File: src/rtl/img_seq_pkg.sv
// Shared types and constants for the image-load sequencer.
// Derived image geometry is computed by constant functions.
package img_seq_pkg;

    typedef enum logic [2:0] {
        ST_INIT,
        ST_ISSUE,
        ST_STREAM,
        ST_WAIT_SWAP,
        ST_SHOW
    } state_t;

    localparam int SD_BLOCK_BYTES = 512;

    function automatic int img_bytes(input int w, input int h, input int bpp);
        return w * h * bpp;
    endfunction

    function automatic int nblk(input int w, input int h, input int bpp);
        return (img_bytes(w, h, bpp) + SD_BLOCK_BYTES - 1) / SD_BLOCK_BYTES;
    endfunction

    function automatic int stride(input int w, input int h, input int bpp);
        return nblk(w, h, bpp) * SD_BLOCK_BYTES;
    endfunction

endpackage

File: src/rtl/image_load_sequencer_pixel_packer.sv
// Packs an SD byte stream into BPP-byte pixels (big-endian for BPP=2)
// and tracks the frame-buffer pixel index of each emitted pixel.
module pixel_packer #(
    parameter int BPP = 2,
    parameter int AW  = 17
) (
    input  logic             clk,
    input  logic             reset_n,
    input  logic             clear,
    input  logic [7:0]       byte_data,
    input  logic             byte_valid,
    output logic [8*BPP-1:0] pixel,
    output logic             pixel_valid,
    output logic [AW-1:0]    addr
);

    logic [AW-1:0] count;

    if (BPP == 2) begin : g_two
        logic [7:0] hi;
        logic       phase;

        // Hold the first byte, emit {first, second} on the second byte
        always_ff @(posedge clk) begin
            if (!reset_n || clear) begin
                hi          <= 8'd0;
                phase       <= 1'b0;
                pixel       <= '0;
                pixel_valid <= 1'b0;
                addr        <= '0;
                count       <= '0;
            end else begin
                pixel_valid <= 1'b0;
                if (byte_valid) begin
                    if (!phase) begin
                        hi    <= byte_data;
                        phase <= 1'b1;
                    end else begin
                        phase       <= 1'b0;
                        pixel       <= {hi, byte_data};
                        pixel_valid <= 1'b1;
                        addr        <= count;
                        count       <= count + 1'b1;
                    end
                end
            end
        end
    end else begin : g_one
        // Every byte is a complete pixel
        always_ff @(posedge clk) begin
            if (!reset_n || clear) begin
                pixel       <= '0;
                pixel_valid <= 1'b0;
                addr        <= '0;
                count       <= '0;
            end else begin
                pixel_valid <= 1'b0;
                if (byte_valid) begin
                    pixel       <= byte_data;
                    pixel_valid <= 1'b1;
                    addr        <= count;
                    count       <= count + 1'b1;
                end
            end
        end
    end

endmodule

File: src/rtl/image_load_sequencer.sv
// Streams images from SD into the back frame-buffer bank and swaps
// banks at frame start; handles next/prev/slideshow and load timeouts.
module image_load_sequencer
    import img_seq_pkg::*;
#(
    parameter int          IMG_W        = 320,
    parameter int          IMG_H        = 240,
    parameter int          BPP          = 2,
    parameter int          NUM_IMAGES   = 16,
    parameter logic [31:0] BASE_ADDR    = 32'd0,
    parameter int          SLIDE_FRAMES = 300,
    parameter int          TIMEOUT      = 1_000_000,
    localparam int         PIXELS       = IMG_W * IMG_H,
    localparam int         AW           = (PIXELS > 1) ? $clog2(PIXELS) : 1,
    localparam int         IW           = (NUM_IMAGES > 1) ? $clog2(NUM_IMAGES) : 1
) (
    input  logic             clk,
    input  logic             reset_n,
    input  logic             btn_next,
    input  logic             btn_prev,
    input  logic             slide_en,
    input  logic             frame_start,
    input  logic             sd_busy,
    input  logic             sd_valid,
    input  logic [7:0]       sd_data,
    input  logic             sd_read_done,
    output logic             sd_start_read,
    output logic [31:0]      sd_read_addr,
    output logic             fb_we,
    output logic             fb_wbank,
    output logic [AW-1:0]    fb_waddr,
    output logic [8*BPP-1:0] fb_wdata,
    output logic             disp_bank,
    output logic [IW-1:0]    image_index,
    output logic             loading,
    output logic             load_error
);

    localparam logic [31:0] IMG_BYTES_C = 32'(img_bytes(IMG_W, IMG_H, BPP));
    localparam logic [31:0] LAST_BLK    = 32'(nblk(IMG_W, IMG_H, BPP) - 1);
    localparam logic [31:0] STRIDE_C    = 32'(stride(IMG_W, IMG_H, BPP));
    localparam logic [31:0] BLK_BYTES_C = 32'(SD_BLOCK_BYTES);
    localparam logic [31:0] TIMEOUT_C   = 32'(TIMEOUT);
    localparam logic [31:0] SLIDE_C     = 32'(SLIDE_FRAMES);
    localparam logic [IW-1:0] LAST_IDX  = IW'(NUM_IMAGES - 1);

    state_t        state;
    logic [IW-1:0] index;
    logic [IW-1:0] prev_index;
    logic [31:0]   blk;
    logic [31:0]   byte_cnt;
    logic [31:0]   idle_cnt;
    logic [31:0]   slide_cnt;

    logic          go_next;
    logic          go_prev;
    logic          slide_adv;
    logic          go_load;
    logic          timed_out;
    logic [IW-1:0] target_idx;
    logic          pack_valid;
    logic          pack_clear;

    assign image_index = index;
    assign fb_wbank    = ~disp_bank;

    // Decode user/slideshow actions, timeout and packer controls
    always_comb begin
        go_next    = btn_next & ~btn_prev;
        go_prev    = btn_prev & ~btn_next;
        slide_adv  = slide_en && frame_start
                     && ((slide_cnt + 32'd1) >= SLIDE_C);
        go_load    = (state == ST_SHOW) && (go_next || go_prev || slide_adv);
        target_idx = (index == LAST_IDX) ? '0 : index + 1'b1;
        if (go_prev) begin
            target_idx = (index == '0) ? LAST_IDX : index - 1'b1;
        end
        timed_out  = !sd_valid && ((idle_cnt + 32'd1) >= TIMEOUT_C);
        pack_valid = (state == ST_STREAM) && sd_valid
                     && (byte_cnt < IMG_BYTES_C);
        pack_clear = go_load || ((state == ST_INIT) && !sd_busy);
    end

    // Main sequencer FSM with registered outputs
    always_ff @(posedge clk) begin
        if (!reset_n) begin
            state         <= ST_INIT;
            index         <= '0;
            prev_index    <= '0;
            blk           <= 32'd0;
            byte_cnt      <= 32'd0;
            idle_cnt      <= 32'd0;
            slide_cnt     <= 32'd0;
            sd_start_read <= 1'b0;
            sd_read_addr  <= 32'd0;
            disp_bank     <= 1'b0;
            loading       <= 1'b0;
            load_error    <= 1'b0;
        end else begin
            sd_start_read <= 1'b0;
            case (state)
                ST_INIT: begin
                    if (!sd_busy) begin
                        state      <= ST_ISSUE;
                        index      <= '0;
                        prev_index <= '0;
                        blk        <= 32'd0;
                        byte_cnt   <= 32'd0;
                        loading    <= 1'b1;
                    end
                end
                ST_ISSUE: begin
                    if (!sd_busy) begin
                        sd_start_read <= 1'b1;
                        sd_read_addr  <= BASE_ADDR
                                         + 32'(index) * STRIDE_C
                                         + blk * BLK_BYTES_C;
                        idle_cnt      <= 32'd0;
                        state         <= ST_STREAM;
                    end
                end
                ST_STREAM: begin
                    if (sd_valid) begin
                        byte_cnt <= byte_cnt + 32'd1;
                    end
                    if (sd_read_done) begin
                        idle_cnt <= 32'd0;
                        if (blk == LAST_BLK) begin
                            state <= ST_WAIT_SWAP;
                        end else begin
                            blk   <= blk + 32'd1;
                            state <= ST_ISSUE;
                        end
                    end else if (timed_out) begin
                        load_error <= 1'b1;
                        index      <= prev_index;
                        idle_cnt   <= 32'd0;
                        loading    <= 1'b0;
                        state      <= ST_SHOW;
                    end else if (sd_valid) begin
                        idle_cnt <= 32'd0;
                    end else begin
                        idle_cnt <= idle_cnt + 32'd1;
                    end
                end
                ST_WAIT_SWAP: begin
                    if (frame_start) begin
                        disp_bank  <= ~disp_bank;
                        load_error <= 1'b0;
                        loading    <= 1'b0;
                        state      <= ST_SHOW;
                    end
                end
                ST_SHOW: begin
                    if (go_load) begin
                        prev_index <= index;
                        index      <= target_idx;
                        blk        <= 32'd0;
                        byte_cnt   <= 32'd0;
                        slide_cnt  <= 32'd0;
                        loading    <= 1'b1;
                        state      <= ST_ISSUE;
                    end else if (!slide_en) begin
                        slide_cnt <= 32'd0;
                    end else if (frame_start) begin
                        slide_cnt <= slide_cnt + 32'd1;
                    end
                end
                default: begin
                    state <= ST_INIT;
                end
            endcase
        end
    end

    pixel_packer #(
        .BPP (BPP),
        .AW  (AW)
    ) u_packer (
        .clk         (clk),
        .reset_n     (reset_n),
        .clear       (pack_clear),
        .byte_data   (sd_data),
        .byte_valid  (pack_valid),
        .pixel       (fb_wdata),
        .pixel_valid (fb_we),
        .addr        (fb_waddr)
    );

endmodule

File: config.mk
export PLATFORM = sky130hd
export DESIGN_NAME = image_load_sequencer
export DESIGN_NICKNAME = d
export VERILOG_FILES = /design/src/rtl/img_seq_pkg.sv /design/src/rtl/image_load_sequencer_pixel_packer.sv /design/src/rtl/image_load_sequencer.sv
export SDC_FILE = /design/constraint.sdc
export NUM_CORES = 1
export LEC_CHECK = 0
export CELL_PAD_IN_SITES_DETAIL_PLACEMENT = 0
export CELL_PAD_IN_SITES_GLOBAL_PLACEMENT = 1
export CORE_ASPECT_RATIO = 0.5
export CORE_MARGIN = 4
export CORE_UTILIZATION = 44
export CTS_CLUSTER_DIAMETER = 120
export DETAILED_ROUTE_END_ITERATION = 8
export MAX_ROUTING_LAYER = met4
export PLACE_DENSITY = 0.88
export SYNTH_ARGS = -nofsm -noshare
export SYNTH_HDL_FRONTEND = slang
export SYNTH_SLANG_ARGS = --single-unit
File: constraint.sdc
create_clock -name clk -period 4.84 [get_ports clk]
set_input_delay 1.452 -clock clk [delete_from_list [all_inputs] [get_ports clk]]
set_output_delay 1.452 -clock clk [all_outputs]
set_load 0.02 [all_outputs]
==> impl_metrics.csv, run 1 <==
group,metric,value,unit
clock_tree,insertion_delay,530,ps
clock_tree,postCtsSetupBuffers,0,
timing,max_slew.worst_pin.slew,983.5,ps
grt,grt_pass1_vias,10570,
final_layout,stdcell_count,1915,
placement,numPortBuffers,82,
power,p_leak,4.677,nW
logic_synthesis,ys_seq_area_share,37.91,%
clock_tree,clkTransAtPathRegs,60,ps
logic_synthesis,synthMuxAreaShare,1.698,%
worst_hold_path,whs_path_depth,2,
placement,dp.cells,1874,
clock_tree,cts.sinks,226,
worst_setup_path,crit_path_max_fanout,8,
worst_setup_path,reg2regPathDepth,16,
grt,grt_max_degree,93,
timing,finalCritPeriodShare,88.49,%
power,pwr-share-seq,44.4,%
clock_tree,cts_resized,0,
logic_synthesis,synthArstFlopShare,0,%
grt,antenna_found_initial,0,
clock_tree,cts_tree,"yes",
worst_setup_path,worstSetupStartpointType,"flop",
route,drc,0,
timing,hold_viol_final,0,
route,vias_per_cell,5.805,
run_status,outcome,"finished clean",
placement,gp_congestion,0.8650,
worst_setup_path,max_stage_delay,410,ps
floorplan,io_pins,92,
grt,overflow,0,
timing,finalSetupTns,0,ps
power,p_sw,1.251,mW
final_layout,nets,1600,
logic_synthesis,synth_fa_ha_area_share,3.900,%
worst_setup_path,cp_common_cell,"ha_1",
worst_setup_path,worstSetupPathType,"flop to flop",
timing,finalSetupViolCount,0,
power,finalPower,4.358,mW
timing,hold_slack,453.5,ps
route,routed_wl,30000,um
worst_hold_path,min_path_type,"flop to flop",
power,ir_drop,0.2309,mV
logic_synthesis,synth-xor-area-share,4.477,%
timing,maxSlewHeadroom,34.36,%
logic_synthesis,synth.avg_cell_area,7.956,um2
final_layout,multi_input_area,0.006874,mm2
grt,grt_use_total,20.08,%
timing,fin_skew,12.83,ps
power,power_frac_comb,14.4,%
final_layout,final_util,51.90,%
worst_setup_path,crit_family,"compound AO/OA/AOI/OAI gates",
floorplan,num_rows,42,
placement,dp_hpwl,20560,um
worst_setup_path,path_depth,16,
timing,finalCriticalPeriod,4283,ps
floorplan,core-area,0.02659,mm2
worst_setup_path,cpMaxStageDelayCell,"fa_1",
logic_synthesis,syn_inst,1500,
clock_tree,cts_buffers,23,
power,intPower,3.107,mW
worst_setup_path,critPathBufInv,1,
route,ant_nets,0,
logic_synthesis,synth_warnings,0,
worst_setup_path,required,5300,ps
logic_synthesis,syn_area,0.01193,mm2
floorplan,die_y,124.5,um
final_layout,final_cell_mix,"dfxtp_1 (226), nand2_1 (180), a21oi_1 (156)",
grt,grt_pass1_wl,50740,um
final_layout,num-fill-cells,2495,
worst_setup_path,end_kind,"flop",
power,sw_frac_of_total,28.71,%
power,clock_power_share,41.1,%
logic_synthesis,ys_ff_latch,226,
logic_synthesis,synthFlopType,"dfxtp_1",
final_layout,drive_above_1_share,5.566,%
job,maxCapViolations,0,
timing,rsz0062_at_grt,"false",
route,vias,11120,
final_layout,final_common_cell,"dfxtp_1",
floorplan,start_util,44.88,%
clock_tree,cts.htree.levels,1,
route,drt_first_iter_violations,768,
clock_tree,postCtsHoldBufs,0,
timing,maxSlewViolCount,0,
clock_tree,clk_path_buf_depth,3,
final_layout,seqCellArea,0.004524,mm2
logic_synthesis,synthSimpleGateAreaFrac,27.83,%
logic_synthesis,netlist-cell-type-count,73,
timing,fmax,0.2335,GHz
worst_setup_path,path_cells,"inv_1, ha_1, fa_1, ha_1, a31oi_1, nor2b_1, o21a_1, o21a_1, o21ai_0, xnor2_1, ha_1, nand3_1, a211oi_1, o21ai_0, or3_1, a31oi_1",
final_layout,syn2layout_area_growth,15.63,%
power,p_per_area,315.8,mW/mm2
final_layout,n_antenna_cell,0,
logic_synthesis,synth-edff-count,0,
route,wl_per_cell,15.67,um
floorplan,die_w,240.9,um
logic_synthesis,synth_top_family_by_area,"simple AND/OR/NAND/NOR gates",
clock_tree,cts-root-buf,"clkbuf_16",
logic_synthesis,synth_compound_area_share,19.17,%
worst_setup_path,arrival,4740,ps
floorplan,dieArea,0.02998,mm2
route,dr.pass1.iters,5,
cells in the mapped netlist (7+ instances only):
cell type / number / area, um2
a211o_1: 7 / 61.31
a211oi_1: 7 / 52.55
a21oi_1: 156 / 780.8
a31oi_1: 19 / 118.9
and2_1: 10 / 62.56
and3_1: 58 / 362.9
buf_2: 23 / 115.1
buf_4: 10 / 75.07
clkbuf_1: 61 / 229.0
dfxtp_1: 226 / 4524
ha_1: 34 / 425.4
inv_1: 44 / 165.2
mux2i_1: 18 / 180.2
nand2_1: 180 / 675.7
nand3_1: 67 / 335.3
nand4_1: 47 / 294.0
nor2_1: 97 / 364.1
nor2b_1: 11 / 68.82
nor3_1: 34 / 170.2
nor4_1: 26 / 162.7
o211ai_1: 8 / 60.06
o21a_1: 16 / 120.1
o21ai_0: 70 / 350.3
o31ai_1: 42 / 315.3
or3_1: 33 / 206.5
or4_1: 43 / 322.8
xnor2_1: 35 / 306.5
xor2_1: 26 / 227.7
path summary, 6_finish.rpt:
check	start	slack, ps	to
worst max-delay path	image_index[2]$_SDFFE_PN0P_	560	sd_read_addr[27]$_SDFFE_PN0P_
worst min-delay path	u_packer.g_two.hi[7]$_SDFFE_PP0P_	450	u_packer.pixel[15]$_SDFFE_PP0P_
worst max register to register	image_index[2]$_SDFFE_PN0P_	560	sd_read_addr[27]$_SDFFE_PN0P_
worst min register to register	u_packer.g_two.hi[7]$_SDFFE_PP0P_	450	u_packer.pixel[15]$_SDFFE_PP0P_
state kept, by name (all words and copies together) (netlist names), 8 cells and up:
| signal | cells |
|---|---|
| idle_cnt | 32 |
| byte_cnt | 32 |
| slide_cnt | 32 |
| u_packer.addr | 17 |
| u_packer.count | 17 |
| u_packer.g_two.hi | 8 |
| sd_read_addr | 23 |
| blk | 32 |
| u_packer.pixel | 16 |
per-layer routing:
metal	vias to the layer above	global-route usage [%]	wire length, um
met5	-	-	0
met4	0	4.044	446
met3	46	3.960	1432
met2	212	32.85	14170
met1	5295	26.06	13950
li1	5564	-	-
final cells by class:
class / count / share of cell area [%]
Tap cell: 352 / 3.192
Multi-Input combinational cell: 1141 / 49.81
Clock inverter: 8 / 0.6528
Inverter: 45 / 1.224
Sequential cell: 226 / 32.79
Timing Repair Buffer: 110 / 7.526
Clock buffer: 33 / 4.806
worst register-to-register path, stage by stage (launching register included):
cell	delay (ps)
dfxtp_1	340
inv_1	80
ha_1	330
fa_1	410
ha_1	340
a31oi_1	270
nor2b_1	80
o21a_1	190
o21a_1	180
o21ai_0	210
xnor2_1	170
ha_1	370
nand3_1	90
a211oi_1	290
o21ai_0	310
or3_1	380
a31oi_1	170
metrics by stage:
step | worst slack [ps] | cell area [um2]
after floorplan | 687.3 | 11960
after global placement | 545.5 | 13050
after detailed placement | 521.4 | 13050
after CTS | 595.8 | 13800
after global routing | 250.1 | 13800
final | 557.0 | 13800
logic make-up (layout without fill, tap and decap cells):
family	count (synthesis)	in the layout
adders and majority gates	36	36
muxes	20	20
DFF	226	226
other	1	9
AOI/OAI and AO/OA	374	374
xor gates and xnor gates	61	61
and+or+nand+nor	641	641
buffers and inverters	141	196
power groups by stage:
stage               registers, mW  logic, mW  clock network, mW
detailed placement           1.98      0.625                  0
CTS                          1.94      0.628               1.84
global placement             1.98      0.606                  0
finish                       1.94      0.628               1.79
global route                 1.94      0.688               1.92
floorplan                    1.99      0.409                  0
Power figures use the tool's default switching activity.
==> run 2, diff against run 1 <==
--- a/config.mk
+++ b/config.mk
@@ -5,15 +5,16 @@
 export SDC_FILE = /design/constraint.sdc
 export NUM_CORES = 1
 export LEC_CHECK = 0
+export ABC_CLOCK_PERIOD_IN_PS = 4840
 export CELL_PAD_IN_SITES_DETAIL_PLACEMENT = 0
 export CELL_PAD_IN_SITES_GLOBAL_PLACEMENT = 1
 export CORE_ASPECT_RATIO = 0.5
 export CORE_MARGIN = 4
-export CORE_UTILIZATION = 44
+export CORE_UTILIZATION = 35
 export CTS_CLUSTER_DIAMETER = 120
 export DETAILED_ROUTE_END_ITERATION = 8
 export MAX_ROUTING_LAYER = met4
-export PLACE_DENSITY = 0.88
+export PLACE_DENSITY = 0.74
 export SYNTH_ARGS = -nofsm -noshare
 export SYNTH_HDL_FRONTEND = slang
 export SYNTH_SLANG_ARGS = --single-unit
==> run 2 against run 1 <==
Combinational power up 2%. Clock power up 6%. Critical path depth unchanged. Design area up 1.3%. Register-to-register slack better by 100 ps. Sequential power about the same. Flip-flop and latch count unchanged. Worst setup slack better by 100 ps. Total power up 2.7%. Count of clock-buffer cells in the layout up 2. Critical path type unchanged. Largest cell class unchanged.
==> impl_metrics.csv, run 2 (synthesis results as in run 1) <==
group,metric,value,unit
final_layout,final_common_cell,"dfxtp_1",
worst_setup_path,crit_path_max_fanout,8,
clock_tree,postCtsSetupBuffers,0,
grt,busiest_layer,"met2",
clock_tree,cts-root-buf,"clkbuf_16",
worst_setup_path,arrival,4640,ps
floorplan,die_w,269.1,um
grt,use_met2,27.63,%
worst_setup_path,ff2ff_setup_slack,660,ps
grt,grt_pass1_wl,53010,um
worst_setup_path,crit_family,"compound AO/OA/AOI/OAI gates",
timing,rsz0062_at_grt,"false",
clock_tree,cts.sinks,226,
timing,hold_viol_final,0,
grt,use_met3,2.714,%
worst_setup_path,worstSetupPathType,"flop to flop",
floorplan,dieArea,0.03729,mm2
power,p_leak,4.703,nW
placement,gp_congestion,0.8636,
final_layout,multi_input_area,0.006874,mm2
worst_setup_path,r2r-start,"image_index[2]$_SDFFE_PN0P_",
timing,fin_skew,20.20,ps
clock_tree,cts_buffers,24,
worst_setup_path,required,5300,ps
route,wl_per_cell,15.79,um
grt,grt_use_total,16.84,%
route,drc,0,
route,ant_nets,0,
worst_setup_path,cp_common_cell,"ha_1",
grt,gr-usage-met1,22.26,%
final_layout,n_antenna_cell,0,
power,p_per_area,320.2,mW/mm2
grt,antenna_found_initial,0,
clock_tree,cts_tree,"yes",
worst_setup_path,cp-startpoint,"image_index[2]$_SDFFE_PN0P_",
floorplan,num_rows,47,
timing,finalCriticalPeriod,4181,ps
final_layout,final_cell_mix,"dfxtp_1 (226), nand2_1 (180), a21oi_1 (156)",
timing,maxSlewViolCount,0,
worst_setup_path,path_cells,"inv_1, ha_1, fa_1, ha_1, a31oi_1, nor2b_1, o21a_1, o21a_1, nor2_1, ha_1, or2_2, a21oi_1, a211oi_1, o21ai_0, o21ai_0, a31oi_1",
worst_setup_path,worstSetupStartpointType,"flop",
timing,finalSetupViolCount,0,
timing,hold_slack,449.5,ps
grt,grt_max_degree,104,
final_layout,nets,1604,
power,ir_drop,0.2329,mV
worst_hold_path,min-delay-start,"u_packer.g_two.hi[4]$_SDFFE_PP0P_",
route,vias_per_cell,5.533,
route,dr.pass1.iters,5,
grt,overflow,0,
route,routed_wl,31740,um
final_layout,num-fill-cells,3314,
worst_hold_path,min_path_type,"flop to flop",
clock_tree,clk_path_buf_depth,3,
floorplan,start_util,35.79,%
clock_tree,cts_resized,0,
clock_tree,insertion_delay,540,ps
floorplan,core-area,0.03334,mm2
timing,max_slew.worst_pin.slew,1070,ps
final_layout,final_util,41.91,%
worst_setup_path,critPathBufInv,1,
placement,numPortBuffers,82,
worst_setup_path,max_stage_delay,590,ps
final_layout,seqCellArea,0.004524,mm2
clock_tree,cts.htree.levels,1,
grt,grt_pass1_vias,10620,
placement,dp_hpwl,21610,um
route,vias,11120,
clock_tree,clkTransAtPathRegs,60,ps
route,drt_first_iter_violations,680,
floorplan,die_y,138.6,um
timing,finalSetupTns,0,ps
job,maxCapViolations,0,
timing,finalCritPeriodShare,86.39,%
final_layout,drive_above_1_share,5.800,%
run_status,outcome,"finished clean",
clock_tree,postCtsHoldBufs,0,
final_layout,syn2layout_area_growth,17.10,%
timing,fmax,0.2392,GHz
worst_setup_path,end_kind,"flop",
timing,maxSlewHeadroom,28.15,%
floorplan,io_pins,92,
worst_setup_path,cpMaxStageDelayCell,"o21ai_0",
[run 2: cell types whose count changed in the layout (fill, tap and decap cells not counted), sizes merged]
| cell | change |
|---|---|
| inv | -1 |
| clkinvlp | +1 |
| clkbuf | +2 |
| buf | +3 |
| bufinv | +1 |
[run 2: cell type report]
cell class,count,share of cell area (%)
clock inverters,9,0.8058
well taps,441,3.948
inverters,45,1.209
multi-input cells,1141,49.19
flip-flops and latches,226,32.38
repair buffers,113,7.592
clock buffers,35,4.880
[run 2: worst register-to-register path: stages, from the launching register on]
cell	delay (ps)
dfxtp_1	340
inv_1	80
ha_1	320
fa_1	410
ha_1	320
a31oi_1	270
nor2b_1	80
o21a_1	180
o21a_1	180
nor2_1	120
ha_1	290
or2_2	290
a21oi_1	190
a211oi_1	90
o21ai_0	590
o21ai_0	170
a31oi_1	190
[run 2: report_power, final]
group / internal (mW) / switching, mW / total, mW
clock network: 1.09 / 0.805 / 1.90
logic: 0.195 / 0.446 / 0.641
registers: 1.90 / 0.0405 / 1.94
[run 2: metal layers]
layer	wire (um)	share of wire [%]	vias up
li1	-	-	5559
met1	15100	48	5312
met2	14770	47	215
met3	1379	4.3	36
met4	495	1.6	0
met5	0	0	-
[run 2: per-stage QoR]
step                instance area, um2  instances  power [mW]  setup slack [ps]
floorplan                        11960       1508       2.398             687.3
global placement                 13180       1966       2.607             658.0
detailed placement               13180       1966       2.621             662.4
CTS                              13970       2010       4.541             657.9
global route                     13970       2010       4.677             261.1
finish                           13970       2010       4.475             658.9
[run 2: final timing paths]
check,endpoint,depth (start not counted)
hold / removal,u_packer.pixel[12]$_SDFFE_PP0P_,2
setup / recovery,sd_read_addr[29]$_SDFFE_PN0P_,16
setup reg to reg,sd_read_addr[29]$_SDFFE_PN0P_,16
hold reg to reg,u_packer.pixel[12]$_SDFFE_PP0P_,2
==> run 3, diff against run 2 <==
--- a/config.mk
+++ b/config.mk
@@ -5,16 +5,16 @@
 export SDC_FILE = /design/constraint.sdc
 export NUM_CORES = 1
 export LEC_CHECK = 0
-export ABC_CLOCK_PERIOD_IN_PS = 4840
+export ABC_CLOCK_PERIOD_IN_PS = 3800
 export CELL_PAD_IN_SITES_DETAIL_PLACEMENT = 0
 export CELL_PAD_IN_SITES_GLOBAL_PLACEMENT = 1
 export CORE_ASPECT_RATIO = 0.5
 export CORE_MARGIN = 4
-export CORE_UTILIZATION = 35
+export CORE_UTILIZATION = 40
 export CTS_CLUSTER_DIAMETER = 120
 export DETAILED_ROUTE_END_ITERATION = 8
 export MAX_ROUTING_LAYER = met4
-export PLACE_DENSITY = 0.74
+export PLACE_DENSITY = 0.85
 export SYNTH_ARGS = -nofsm -noshare
 export SYNTH_HDL_FRONTEND = slang
 export SYNTH_SLANG_ARGS = --single-unit
==> constraint.sdc (replaced) <==
create_clock -name clk -period 3.8 [get_ports clk]
set_input_delay 1.14 -clock clk [delete_from_list [all_inputs] [get_ports clk]]
set_output_delay 1.14 -clock clk [all_outputs]
set_load 0.02 [all_outputs]
==> run 3 against run 2 <==
Non-clock buffer count is 40 higher. Clock skew is 3.2 ps lower. Sequential share of layout area is 0.77 points lower. Routed wire length is 3.2% lower. First-iteration DRC count is 3.1% higher. Worst setup slack worse by 470 ps. Flip-flop and latch count stayed put. Critical path type unchanged. Largest power group unchanged.
==> impl_metrics.csv, run 3 (synthesis results as in run 1) <==
group,metric,value,unit
run_status,outcome,"finished clean",
final_layout,syn2layout_area_growth,20.18,%
grt,overflow,0,
grt,antenna_found_initial,0,
timing,finalCritPeriodShare,95.07,%
route,drt_first_iter_violations,701,
worst_setup_path,r2r-start,"image_index[2]$_SDFFE_PN0P_",
floorplan,die_y,130.1,um
timing,maxSlewViolCount,0,
placement,dp_hpwl,21520,um
grt,grt_pass1_wl,51580,um
placement,dp.cells,1951,
power,p_per_area,390.8,mW/mm2
power,p_leak,4.894,nW
floorplan,io_pins,92,
route,dr.pass1.iters,5,
final_layout,multi_input_area,0.006999,mm2
grt,grt_pass1_vias,10570,
worst_setup_path,required,4260,ps
clock_tree,cts_buffers,23,
final_layout,seqCellArea,0.004533,mm2
route,ant_nets,0,
power,ir_drop,0.4023,mV
timing,maxSlewHeadroom,35.72,%
timing,hold_slack,449.7,ps
final_layout,nets,1643,
timing,fin_skew,16.96,ps
floorplan,die_w,252.3,um
worst_setup_path,worstSetupPathType,"flop to flop",
final_layout,final_common_cell,"dfxtp_1",
grt,grt_use_total,18.81,%
timing,finalSetupViolCount,0,
final_layout,stdcell_count,1996,
clock_tree,cts.htree.levels,1,
worst_setup_path,crit_path_max_fanout,4,
placement,gp_congestion,0.8823,
floorplan,dieArea,0.03283,mm2
floorplan,core-area,0.02918,mm2
clock_tree,cts_tree,"yes",
floorplan,num_rows,44,
final_layout,final_cell_mix,"dfxtp_1 (223), nand2_1 (180), a21oi_1 (152)",
route,routed_wl,30720,um
clock_tree,clk_path_buf_depth,3,
timing,max_slew.worst_pin.slew,956.9,ps
placement,numPortBuffers,82,
route,drc,0,
route,vias_per_cell,5.611,
floorplan,start_util,40.90,%
worst_hold_path,min_path_type,"flop to flop",
clock_tree,clkTransAtPathRegs,60,ps
worst_setup_path,cp-startpoint,"image_index[2]$_SDFFE_PN0P_",
clock_tree,postCtsHoldBufs,0,
job,maxCapViolations,0,
final_layout,drive_above_1_share,8.910,%
grt,grt_max_degree,42,
timing,fmax,0.2768,GHz
clock_tree,cts.sinks,226,
worst_setup_path,arrival,4080,ps
worst_setup_path,end_kind,"flop",
timing,finalCriticalPeriod,3612,ps
clock_tree,cts-root-buf,"clkbuf_16",
route,vias,11200,
worst_hold_path,min-delay-start,"sd_read_addr[18]$_SDFFE_PN0P_",
route,wl_per_cell,15.39,um
final_layout,n_antenna_cell,0,
final_layout,num-fill-cells,2802,
clock_tree,insertion_delay,530,ps
timing,hold_viol_final,0,
worst_setup_path,worstSetupStartpointType,"flop",
==> run 3: cell count changes in the layout (fill, tap and decap cells not counted), moves of 4 or more <==
| cell | previous run | this run |
|---|---|---|
| a21oi_1 | 156 | 152 |
| buf_12 | 1 | 7 |
| ha_1 | 34 | 30 |
| ha_4 | 0 | 4 |
| buf_4 | 30 | 63 |
==> run 3: worst paths after layout <==
kind                                         to  cells after the start  slack (ps)
setup / recovery  sd_read_addr[28]$_SDFFE_PN0P_                     16         190
setup reg to reg  sd_read_addr[28]$_SDFFE_PN0P_                     16         190
hold reg to reg   sd_read_addr[18]$_SDFFE_PN0P_                      2         450
hold / removal    sd_read_addr[18]$_SDFFE_PN0P_                      2         450
==> run 3: where the power goes <==
group          internal [mW]  switching [mW]  leakage, nW
Combinational          0.331           0.586         2.72
Clock                   1.27           0.955        0.347
Sequential              2.42          0.0502         1.82
==> run 3: worst max-delay path, stage by stage (launching register included) <==
cell and delay, ps:
dfxtp_4 360, inv_1 50, ha_1 280, fa_2 480
ha_4 190, a21o_1 160, a21oi_2 150, o21bai_1 110
a21oi_2 180, xnor2_1 110, ha_1 330, nand3_1 90
o31a_1 350, a211oi_4 300, nand3_1 130, xor2_1 160
a21oi_1 130
==> run 3: cell type report <==
class	instances	area share, %
flip-flops and latches	226	31.61
clock buffers	37	4.658
clock inverters	3	0.3053
repair buffers	153	10.04
inverters	45	1.178
well taps	391	3.411
multi-input cells	1141	48.80
==> run 3: what timing repair did <==
action / 4_1_cts / 5_1_grt
hold endpoints to repair: 0 / 0
pin swaps: 5 / 16
setup endpoints to repair: 7 / 14
buffers inserted: 2 / 3
gates resized for setup: 6 / 14
==> run 3: per-layer routing <==
metal	wire length, um	part of all wire, %	vias to the layer above	GRT usage, %
met1	14440	47	5321	24.15
li1	-	-	5634	-
met2	14480	47	199	31.38
met4	593	1.9	0	4.245
met3	1211	3.9	45	3.326
met5	0	0	-	-
==> run 3: stage by stage <==
stage	setup slack (ps)	setup TNS (ps)	util [%]	total power, mW	cell area [um2]
global placement	-181.9	-3419	46.21	3.400	13480
floorplan	3.201	0	-	3.054	12010
global route	-28.34	-81.97	49.16	5.873	14340
CTS	45.03	0	48.79	5.667	14240
detailed placement	-219.8	-7858	46.21	3.427	13480
finish	187.5	0	49.16	5.606	14340
